--- src/rtl/mpu6050_i2c_target_if.sv ---
// Board-side I2C pins plus the register-write observation port of the
// MPU-6050 target emulator.
interface mpu6050_i2c_target_if;
  logic       I_SCL;
  logic       I_SDA;
  logic       O_SDA_OE;
  logic       O_BUSY;
  logic       O_WR_STB;
  logic [6:0] O_WR_ADDR;
  logic [7:0] O_WR_DATA;

  modport master (
    output I_SCL, I_SDA,
    input  O_SDA_OE, O_BUSY, O_WR_STB, O_WR_ADDR, O_WR_DATA
  );

  modport slave (
    input  I_SCL, I_SDA,
    output O_SDA_OE, O_BUSY, O_WR_STB, O_WR_ADDR, O_WR_DATA
  );
endinterface

--- src/rtl/mpu6050_i2c_target.sv ---
// I2C target emulating the MPU-6050 register map for the master/ROM
// loopback build. 128x8 register file with an auto-incrementing 7-bit
// pointer, read-only WHO_AM_I at 0x75.
// Optional macro MPU_SAMPLE_GEN_EN: periodically loads synthetic
// accel/temp/gyro data into 0x3B-0x48 and a FIFO count into 0x72/0x73.
module mpu6050_i2c_target #(
  parameter logic [6:0] DEV_ADDR      = 7'h68,
  parameter logic [7:0] WHO_AM_I      = 8'h68,
  parameter int         SAMPLE_PERIOD = 50000
) (
  input logic                 CLK,
  input logic                 RST_n,
  mpu6050_i2c_target_if.slave bus
);

  typedef enum logic [3:0] {
    IDLE, ADDR, ADDR_ACK, PTR, PTR_ACK, WDATA, WDATA_ACK, RDATA, RDATA_ACK
  } state_t;

  localparam logic [6:0] WHO_IDX = 7'h75;

  // ---------------------------------------------------------------------
  // Synchronizers and bus event detection
  // ---------------------------------------------------------------------
  logic [1:0] scl_sync, sda_sync;
  logic       scl_d, sda_d;
  logic       scl, sda;
  logic       scl_rise, scl_fall, start_det, stop_det;

  // 2-FF synchronizers plus one history stage; reset to the idle (high) bus
  // level so that leaving reset never fakes an edge.
  always_ff @(posedge CLK or negedge RST_n) begin
    if (!RST_n) begin
      scl_sync <= 2'b11;
      sda_sync <= 2'b11;
      scl_d    <= 1'b1;
      sda_d    <= 1'b1;
    end else begin
      scl_sync <= {scl_sync[0], bus.I_SCL};
      sda_sync <= {sda_sync[0], bus.I_SDA};
      scl_d    <= scl_sync[1];
      sda_d    <= sda_sync[1];
    end
  end

  assign scl       = scl_sync[1];
  assign sda       = sda_sync[1];
  assign scl_rise  = scl & ~scl_d;
  assign scl_fall  = ~scl & scl_d;
  assign start_det = scl & scl_d & sda_d & ~sda;
  assign stop_det  = scl & scl_d & ~sda_d & sda;

  // ---------------------------------------------------------------------
  // Protocol FSM
  // ---------------------------------------------------------------------
  state_t     state, state_nx;
  logic [3:0] bit_cnt, bit_cnt_nx;
  logic [7:0] shreg, shreg_nx;
  logic [6:0] ptr, ptr_nx;
  logic       rw, rw_nx;
  logic       sda_oe, sda_oe_nx;
  logic       busy, busy_nx;
  logic       wr_stb, wr_stb_nx;
  logic [6:0] wr_addr, wr_addr_nx;
  logic [7:0] wr_data, wr_data_nx;
  logic       reg_we;

  logic [7:0] regs [128];
  logic [7:0] rx_byte;
  logic [7:0] rd_byte;

  // Byte completed by the bit being sampled on this SCL rise.
  assign rx_byte = {shreg[6:0], sda};
  assign rd_byte = (ptr == WHO_IDX) ? WHO_AM_I : regs[ptr];

  // State register; SDA drive and outputs drop asynchronously on reset.
  always_ff @(posedge CLK or negedge RST_n) begin
    if (!RST_n) begin
      state   <= IDLE;
      bit_cnt <= '0;
      shreg   <= '0;
      ptr     <= '0;
      rw      <= 1'b0;
      sda_oe  <= 1'b0;
      busy    <= 1'b0;
      wr_stb  <= 1'b0;
      wr_addr <= '0;
      wr_data <= '0;
    end else begin
      state   <= state_nx;
      bit_cnt <= bit_cnt_nx;
      shreg   <= shreg_nx;
      ptr     <= ptr_nx;
      rw      <= rw_nx;
      sda_oe  <= sda_oe_nx;
      busy    <= busy_nx;
      wr_stb  <= wr_stb_nx;
      wr_addr <= wr_addr_nx;
      wr_data <= wr_data_nx;
    end
  end

  // Next-state logic. SDA drive only changes on a detected SCL fall. In the
  // *_ACK states the first fall asserts the ACK and the second fall ends it,
  // so sda_oe itself marks which half of the ACK slot we are in.
  always_comb begin
    state_nx   = state;
    bit_cnt_nx = bit_cnt;
    shreg_nx   = shreg;
    ptr_nx     = ptr;
    rw_nx      = rw;
    sda_oe_nx  = sda_oe;
    busy_nx    = busy;
    wr_stb_nx  = 1'b0;
    wr_addr_nx = wr_addr;
    wr_data_nx = wr_data;
    reg_we     = 1'b0;

    if (stop_det) begin
      state_nx  = IDLE;
      sda_oe_nx = 1'b0;
      busy_nx   = 1'b0;
    end else if (start_det) begin
      state_nx   = ADDR;
      bit_cnt_nx = '0;
      sda_oe_nx  = 1'b0;
      busy_nx    = 1'b0;
    end else begin
      unique case (state)
        IDLE: ;
        ADDR: begin
          if (scl_rise) begin
            shreg_nx   = rx_byte;
            bit_cnt_nx = bit_cnt + 4'd1;
            if (bit_cnt == 4'd7) begin
              if (rx_byte[7:1] == DEV_ADDR) begin
                state_nx = ADDR_ACK;
                rw_nx    = rx_byte[0];
                busy_nx  = 1'b1;
              end else begin
                state_nx = IDLE;
              end
            end
          end
        end
        ADDR_ACK: begin
          if (scl_fall) begin
            if (!sda_oe) begin
              sda_oe_nx = 1'b1;
            end else if (rw) begin
              // Read: latch the first byte and present its MSB right away.
              shreg_nx   = rd_byte;
              sda_oe_nx  = ~rd_byte[7];
              bit_cnt_nx = '0;
              state_nx   = RDATA;
            end else begin
              sda_oe_nx  = 1'b0;
              bit_cnt_nx = '0;
              state_nx   = PTR;
            end
          end
        end
        PTR: begin
          if (scl_rise) begin
            shreg_nx   = rx_byte;
            bit_cnt_nx = bit_cnt + 4'd1;
            if (bit_cnt == 4'd7) begin
              ptr_nx   = rx_byte[6:0];
              state_nx = PTR_ACK;
            end
          end
        end
        PTR_ACK, WDATA_ACK: begin
          if (scl_fall) begin
            if (!sda_oe) begin
              sda_oe_nx = 1'b1;
            end else begin
              sda_oe_nx  = 1'b0;
              bit_cnt_nx = '0;
              state_nx   = WDATA;
            end
          end
        end
        WDATA: begin
          if (scl_rise) begin
            shreg_nx   = rx_byte;
            bit_cnt_nx = bit_cnt + 4'd1;
            if (bit_cnt == 4'd7) begin
              // WHO_AM_I is read-only: still ACKed, silently dropped.
              if (ptr != WHO_IDX) begin
                reg_we     = 1'b1;
                wr_stb_nx  = 1'b1;
                wr_addr_nx = ptr;
                wr_data_nx = rx_byte;
              end
              ptr_nx   = ptr + 7'd1;
              state_nx = WDATA_ACK;
            end
          end
        end
        RDATA: begin
          if (scl_rise) begin
            bit_cnt_nx = bit_cnt + 4'd1;
          end else if (scl_fall) begin
            if (bit_cnt == 4'd8) begin
              sda_oe_nx  = 1'b0;
              bit_cnt_nx = '0;
              state_nx   = RDATA_ACK;
            end else begin
              sda_oe_nx = ~shreg[6];
              shreg_nx  = {shreg[6:0], 1'b0};
            end
          end
        end
        RDATA_ACK: begin
          // bit_cnt == 1 records that the master ACKed on this slot.
          if (scl_rise) begin
            if (sda) begin
              state_nx = IDLE;
            end else begin
              ptr_nx     = ptr + 7'd1;
              bit_cnt_nx = 4'd1;
            end
          end else if (scl_fall && bit_cnt == 4'd1) begin
            shreg_nx   = rd_byte;
            sda_oe_nx  = ~rd_byte[7];
            bit_cnt_nx = '0;
            state_nx   = RDATA;
          end
        end
        default: state_nx = IDLE;
      endcase
    end
  end

  // ---------------------------------------------------------------------
  // Optional synthetic sample generator
  // ---------------------------------------------------------------------
`ifdef MPU_SAMPLE_GEN_EN
  localparam int CNT_W = (SAMPLE_PERIOD > 1) ? $clog2(SAMPLE_PERIOD) : 1;

  logic [CNT_W-1:0] samp_cnt;
  logic             samp_pend;
  logic [15:0]      samp_n;
  logic             samp_load;

  // Held off while addressed so a burst read never straddles an update.
  assign samp_load = samp_pend & ~busy;

  // Period counter; a reload raises a pending update that lands when idle.
  always_ff @(posedge CLK or negedge RST_n) begin
    if (!RST_n) begin
      samp_cnt  <= '0;
      samp_pend <= 1'b0;
      samp_n    <= '0;
    end else begin
      if (samp_load) begin
        samp_pend <= 1'b0;
        samp_n    <= samp_n + 16'd1;
      end
      if (samp_cnt == CNT_W'(SAMPLE_PERIOD - 1)) begin
        samp_cnt  <= '0;
        samp_pend <= 1'b1;
      end else begin
        samp_cnt <= samp_cnt + 1'b1;
      end
    end
  end
`else
  logic unused_sample_period;
  assign unused_sample_period = ^SAMPLE_PERIOD;
`endif

  // Register file: bus writes, plus synthetic sample loads when enabled.
  always_ff @(posedge CLK or negedge RST_n) begin
    if (!RST_n) begin
      for (int i = 0; i < 128; i++) regs[i] <= '0;
    end else if (reg_we) begin
      regs[ptr] <= rx_byte;
    end
`ifdef MPU_SAMPLE_GEN_EN
    else if (samp_load) begin
      for (int k = 0; k < 7; k++) begin
        regs[7'(59 + 2 * k)] <= 8'((samp_n + 16'(k)) >> 8);
        regs[7'(60 + 2 * k)] <= 8'(samp_n + 16'(k));
      end
      regs[7'h72] <= 8'd0;
      regs[7'h73] <= 8'd14;
    end
`endif
  end

  assign bus.O_SDA_OE  = sda_oe;
  assign bus.O_BUSY    = busy;
  assign bus.O_WR_STB  = wr_stb;
  assign bus.O_WR_ADDR = wr_addr;
  assign bus.O_WR_DATA = wr_data;

endmodule

--- src/flat_wrapper.sv ---
// flat-port wrapper written by rule: the top's interface ports become plain ports
module mpu6050_i2c_target_flat 
#(
  parameter logic [6:0] DEV_ADDR      = 7'h68,
  parameter logic [7:0] WHO_AM_I      = 8'h68,
  parameter int         SAMPLE_PERIOD = 50000
)
  (CLK, RST_n, bus_I_SCL, bus_I_SDA, bus_O_SDA_OE, bus_O_BUSY, bus_O_WR_STB, bus_O_WR_ADDR, bus_O_WR_DATA);
  mpu6050_i2c_target_if bus_i ();
  input logic CLK;
  input logic RST_n;
  input wire logic [$bits(bus_i.I_SCL)-1:0] bus_I_SCL;
  input wire logic [$bits(bus_i.I_SDA)-1:0] bus_I_SDA;
  output wire logic [$bits(bus_i.O_SDA_OE)-1:0] bus_O_SDA_OE;
  output wire logic [$bits(bus_i.O_BUSY)-1:0] bus_O_BUSY;
  output wire logic [$bits(bus_i.O_WR_STB)-1:0] bus_O_WR_STB;
  output wire logic [$bits(bus_i.O_WR_ADDR)-1:0] bus_O_WR_ADDR;
  output wire logic [$bits(bus_i.O_WR_DATA)-1:0] bus_O_WR_DATA;
  assign bus_i.I_SCL = bus_I_SCL;
  assign bus_i.I_SDA = bus_I_SDA;
  assign bus_O_SDA_OE = bus_i.O_SDA_OE;
  assign bus_O_BUSY = bus_i.O_BUSY;
  assign bus_O_WR_STB = bus_i.O_WR_STB;
  assign bus_O_WR_ADDR = bus_i.O_WR_ADDR;
  assign bus_O_WR_DATA = bus_i.O_WR_DATA;
  mpu6050_i2c_target #(.DEV_ADDR(DEV_ADDR), .WHO_AM_I(WHO_AM_I), .SAMPLE_PERIOD(SAMPLE_PERIOD)) u_core (.CLK(CLK), .RST_n(RST_n), .bus(bus_i));
endmodule
--- config.mk ---
export PLATFORM = sky130hd
export DESIGN_NAME = mpu6050_i2c_target_flat
export DESIGN_NICKNAME = d
export VERILOG_FILES = /design/src/rtl/mpu6050_i2c_target_if.sv /design/src/rtl/mpu6050_i2c_target.sv /design/src/flat_wrapper.sv
export SDC_FILE = /design/constraint.sdc
export NUM_CORES = 2
export LEC_CHECK = 0
export CAP_MARGIN = 30
export CORE_MARGIN = 1
export CORE_UTILIZATION = 52
export CTS_CLUSTER_DIAMETER = 50
export DETAILED_ROUTE_END_ITERATION = 8
export PLACE_DENSITY = 0.67
export SYNTH_ARGS = -nofsm -noshare
export SYNTH_HDL_FRONTEND = slang
export SYNTH_SLANG_ARGS = --single-unit
--- constraint.sdc ---
create_clock -name CLK -period 4.4 [get_ports CLK]
set_input_delay 0.66 -clock CLK [delete_from_list [all_inputs] [get_ports CLK]]
set_output_delay 0.66 -clock CLK [all_outputs]
set_load 0.01 [all_outputs]
## After elaboration in Yosys (flattened, before gate mapping)

Cells that the tools add are included.

| storage, ports and cells | value |
|---|---|
| bits in read-only memories | 0 |
| output and inout port bits | 18 |
| memories | 0 |
| bits in latches | 0 |
| register bits after elaboration | 1071 |
| memory bits (writable) | 0 |
| word-level logic and storage cells | 319 |

| operators by class | value |
|---|---|
| mux-type cells | 81 |
| reductions and logical operators | 22 |
| add/sub/neg operators | 2 |
| eq/ne operators | 54 |
| multipliers | 0 |
| shift operators | 0 |
| bitwise gates (word level) | 16 |
| order comparisons | 2 |
| divide/modulo/power cells | 0 |

Operators by type and width:

| kind | number |
|---|---|
| bitwise mux 1024 bit | 1 |
| 2-to-1 mux 4 bit | 28 |
| 2-to-1 mux 7 bit | 15 |
| != test 4 x 1 -> 1 bit (second input constant) | 16 |
| binary-select mux 8 bit (select 7 bit) | 1 |
| demux 8 bit (select 7 bit) | 1 |
| 2-to-1 mux 8 bit | 4 |
| one-hot mux 4 bit (8 select lines) | 1 |
| one-hot mux 7 bit (4 select lines) | 1 |
| 2-to-1 mux 1 bit | 24 |
| != test 2 x 1 -> 1 bit (second input constant) | 11 |
| one-hot mux 7 bit (3 select lines) | 1 |
| equality test 4 x 3 -> 1 bit (second input constant) | 5 |
| AND reduction 9 bit | 2 |
| one-hot mux 4 bit (4 select lines) | 1 |
| AND reduction 16 bit | 1 |
| nonzero test 3 bit | 5 |
| equality test 7 bit (second input constant) | 2 |
| != test 3 x 1 -> 1 bit (second input constant) | 4 |
| != test 4 bit (second input constant) | 3 |
| AND reduction 12 bit | 1 |
| AND reduction 6 bit | 2 |
| equality test 4 x 1 -> 1 bit (second input constant) | 2 |
| equality test 4 x 2 -> 1 bit (second input constant) | 2 |
| other kinds (24) | 43 |

## Longest topological paths before layout

| depth | value |
|---|---|
| depth after elaboration | 12 |
| mapped depth | 15 |
| mapped depth without buffers | 9 |

## Worst setup path before layout

OpenSTA, ideal clock, no wires.

| timing path | value |
|---|---|
| path kind | reg-to-reg |
| start | register u_core.ptr[1] |
| end | register u_core.regs[256] in the netlist's numbering |
| period minus slack after synthesis | 3.431 ns |
| data arrival time | 3.304 ns |
| stages on the path, launching flop included | 16 |
| setup slack | 0.969 ns |
| path through | dfrtp_1 buf_2 inv_1 buf_2 clkbuf_1 buf_2 buf_1 ha_1 nand2_1 or3_1 nand3_2 inv_4 buf_6 nand3_4 nor2_8 mux2_1 |

| between the ends | value |
|---|---|
| cells in the longest elaborated chain, start to end | 7 |
| elaborated cells between the ends (all ways) | 14 |
| those cells by class | 2 x order compare; 1 x eq/ne; 9 x mux; 1 x bitwise; 1 x reduce/logical |

RTL lines:

| item | line | text |
|---|---|---|
| start: declaration | mpu6050_i2c_target.sv:59 | `logic [6:0] ptr, ptr_nx;` |
| start signal: assignment | mpu6050_i2c_target.sv:93 | `ptr <= ptr_nx;` |
| parallel branches: the longest is 7 deep, another holds greater-or-equal comparator 8 bit | -- |  |
| end signal: indexed assignment | mpu6050_i2c_target.sv:279 | `regs[ptr] <= rx_byte;` |
| end: declaration | mpu6050_i2c_target.sv:68 | `logic [7:0] regs [128];` |

Parallel ways; which one is timed is not known.
A chain may end at the register's enable or synchronous reset.

## Worst setup path after layout

| timing path | value |
|---|---|
| start | register u_core.ptr[0] |
| end | register u_core.shreg[6] |

| between the ends | value |
|---|---|
| cells in the longest elaborated chain, start to end | 9 |
| elaborated cells between the ends (all ways) | 12 |
| those cells by class | 1 x eq/ne; 10 x mux; 1 x bitwise |

RTL lines:

| item | line | text |
|---|---|---|
| NOT 7 -> 8 bit (implied by the code) | mpu6050_i2c_target.sv:74 | `assign rd_byte = (ptr == WHO_IDX) ? WHO_AM_I : regs[ptr];` |
| binary-select mux 8 bit (select 7 bit) | mpu6050_i2c_target.sv:74 |  |
| 2-to-1 mux 8 bit (implied by the code) (2 in a row) | mpu6050_i2c_target.sv:74 |  |
| 2-to-1 mux 8 bit * | mpu6050_i2c_target.sv:74 |  |
| 2-to-1 mux 7 bit | mpu6050_i2c_target.sv:150 | `end else if (rw) begin` |
| 2-to-1 mux 7 bit | mpu6050_i2c_target.sv:148 | `if (!sda_oe) begin` |
| 2-to-1 mux 7 bit | mpu6050_i2c_target.sv:147 | `if (scl_fall) begin` |
| one-hot mux 7 bit (4 select lines) * | mpu6050_i2c_target.sv:129 | `unique case (state)` |
| end signal: assignment | mpu6050_i2c_target.sv:92 | `shreg <= shreg_nx;` |
| end: declaration | mpu6050_i2c_target.sv:58 | `logic [7:0] shreg, shreg_nx;` |

Every way passes the cells marked *; elsewhere a longest branch is shown, timed or not. The select of a mux whose other input is x is not followed.

==> out/results.ini <==
[timing]
slew_headroom_pct=24.5
fin_crit_sh_pct=88.6
fmax_ghz=0.257
setup_tns_ns=0
layout_min_cycle_time_ns=3.90
finalClockSkew_ns=0.0292
hold_slack_ns=0.0366
setup_viol=0
final_max_slew_viol_count=0
worstMarginPinSlew_ns=1.13
rsz0062_at_grt=no
hold_violations=0

[placement]
place_area_sq_um=51700
hpwlAfterDp_um=98700
io_buffers=21
routabilityCongestion=0.907

[logic_synthesis]
synth-seq-cells=1071
synthCells=3715
synth_edf_count=0
netlist_area_sq_um=49700
ys_warn_count=0
ys_async_sr_fraction_pct=100
yosys.area.top_type_share_pct=53.7
yosysUniqueCellTypes=81
ys.flop_type=dfrtp_1
syn_nets=3727
synth_seq_area_share_pct=54.0
avgSynthCellArea_sq_um=13.4
synth.area.top_cells=dfrtp_1, mux2_2, mux2_1
synth_top_area_cell=dfrtp_1

[pwr]
vdd_drop_max_v=0.000474
seqPwrFrac_pct=42.6
switching_power_w=0.00783
switching_share_pct=31.3
p_per_area_nw_per_um2=446
finalPower_w=0.0250
power_frac_comb_pct=15.0
internal-power_w=0.0172
clkPwrFrac_pct=42.4
leakage_nw=26.7

[worst_setup_path]
crit_arrival_ns=4.49
end_kind=flop
cp-start-kind=flop
max_stage_delay_ns=0.81
rr_worst_depth=8
rr_startpoint=u_core.ptr[0]
slowest_stage=dfrtp_4
cp.required_ns=5.00
cpMostUsedCell=a221oi_1
path_cells=buf_4 -> mux2_2 -> a221oi_1 -> nor2_1 -> a221oi_1 -> o2111ai_1 -> a311oi_1 -> a31oi_1
crit_path_max_fanout=32
reg2reg_to=u_core.shreg[6]
r2r_slack_ns=0.50
crit_type=reg2reg

[clock_tree]
clkLatencyLatePin_ns=0.74
cts-buffers-inserted=131
cts_max_level=4
cts_setup_buffers=0
ctsHoldBuffers=0
clkSinkCount=1071
tritoncts=built
clkTransAtPathRegs_ns=0.06
clock-root-buffer=clkbuf_16
ctsResizeCount=0
cts_buffer_depth=3

[drt]
postRouteAntennaNets=0
wl_per_cell_um=31.0
drcViolationCount=0
vias_per_cell=6.66
wl_um=157000
vias=33800
first_pass_iters=6
drt-initial-drc-count=3942

[cells_and_area]
fin_area_sq_um=56000
final_cell_mix=dfrtp_1, mux2_2, nand2_1
drive_gt1_share_pct=39.9
syn_to_final_growth_pct=12.7
fin_nets=3736
mostFrequentLayoutCell=dfrtp_1
utilization_pct=59.5

[global_routing]
grt_max_degree=105
grt_pass1_wl_um=236000
antenna_found_initial=1
overflow=0
first_global_vias=34200
grt_use_total_pct=32.8

[die]
core_area_sq_um=94000
ioPinCount=22
dieWidth_um=311
fp-row-count=112
die-area_sq_um=96800
start_util_pct=52.8
die_y_um=311

[status]
outcome=completed

[run]
drv_cap=0

[min_path]
hp-class=in2async

per-layer routing:
metal	up-vias	GRT usage [%]	routed length (um)
met4	0	14.5	7330
met5	-	0	0
met1	17900	46.2	66900
met3	422	7.60	13500
met2	1588	48.4	69700
li1	13800	-	-
worst max-delay path, delay by kind of cell (launching register included):
family	cells	cell delay, ns
AO/OA/AOI/OAI	5	1.97
multiplexers	1	0.39
flip-flops	1	0.81
buffers and inverters	1	0.49
AND/OR/NAND/NOR	1	0.08
worst max-delay path by stage:
stage | from | end | slack [ns] | cells past startpoint
floorplan | u_core.ptr[1] | u_core.regs[256] | 0.97 | 15
global placement | u_core.ptr[0] | u_core.shreg[6] | 0.61 | 8
detailed placement | u_core.ptr[0] | u_core.shreg[6] | 0.57 | 8
CTS | u_core.ptr[0] | u_core.shreg[6] | 0.55 | 8
global route | u_core.ptr[0] | u_core.shreg[6] | 0.43 | 8
finish | u_core.ptr[0] | u_core.shreg[6] | 0.50 | 8
final cells by class:
| class | instances | area [sq um] |
|---|---|---|
| tap | 1254 | 1570 |
| antenna | 2 | 5.00 |
| multi-input combinational | 2335 | 21600 |
| clock buffer | 179 | 3750 |
| inverter | 16 | 63.8 |
| clock inverter | 50 | 479 |
| sequential | 1071 | 26900 |
| timing repair buffer | 169 | 1660 |
| fill | 7396 | 38000 |
state kept, by name (all words and copies together), names as in the netlist:
name and cells:
u_core.bus.O_SDA_OE 1, u_core.bit_cnt 4, u_core.bus.O_WR_STB 1, u_core.sda_d 1, u_core.bus.O_BUSY 1, u_core.shreg 7
u_core.rw 1, u_core.scl_sync 2, u_core.regs 1024, u_core.bus.O_WR_ADDR 7, u_core.sda_sync 2, u_core.scl_d 1
u_core.bus.O_WR_DATA 8, u_core.ptr 7, u_core.state 4
stage by stage:
stage          worst slack, ns  instances
2_1_floorplan            0.969       3715
3_3_place_gp             0.610       4836
3_5_place_dp             0.566       4840
4_1_cts                  0.555       5069
5_1_grt                  0.429       5074
6_report                 0.503       5076
Yosys cell counts (all sizes together) (4+ instances only):
library cell  count
a221o            32
nor2b            13
a31oi            18
nand3            44
nor2            157
o2bb2ai           4
a21oi            86
ha                8
a2111oi           7
o22ai            15
and3b             5
buf             101
a222oi            8
a311oi            5
and3              5
o21ai            96
a41oi             5
o211ai           19
o21a              4
a22o             19
mux2           1120
nor3b             5
nand2b            8
clkbuf          192
mux4             43
a221oi           98
nor4              5
dfstp             6
nand2           180
o221ai           19
and2              7
nand4            11
mux2i            82
a211oi           14
a22oi           119
nor4b             4
nor3             17
o2111ai           5
dfrtp          1065
inv              16
kinds of logic after synthesis:
family | Yosys count | synth area share, %
adders and majority gates | 8 | 0.202
buffers and inverters | 309 | 2.64
AOI/OAI and AO/OA | 600 | 8.75
and+or+nand+nor | 479 | 5.39
xor gates and xnor gates | 3 | 0.0529
DFF | 1071 | 54.0
muxes | 1245 | 29.0
power groups by stage:
| stage | Clock, W | Sequential [W] | Combinational [W] |
|---|---|---|---|
| detailed placement | 0 | 0.0108 | 0.00356 |
| floorplan | 0 | 0.0102 | 0.00226 |
| finish | 0.0106 | 0.0106 | 0.00375 |
| global route | 0.0111 | 0.0106 | 0.00386 |
| global placement | 0 | 0.0108 | 0.00350 |
| CTS | 0.0107 | 0.0107 | 0.00357 |
Power figures use the tool's default switching activity.
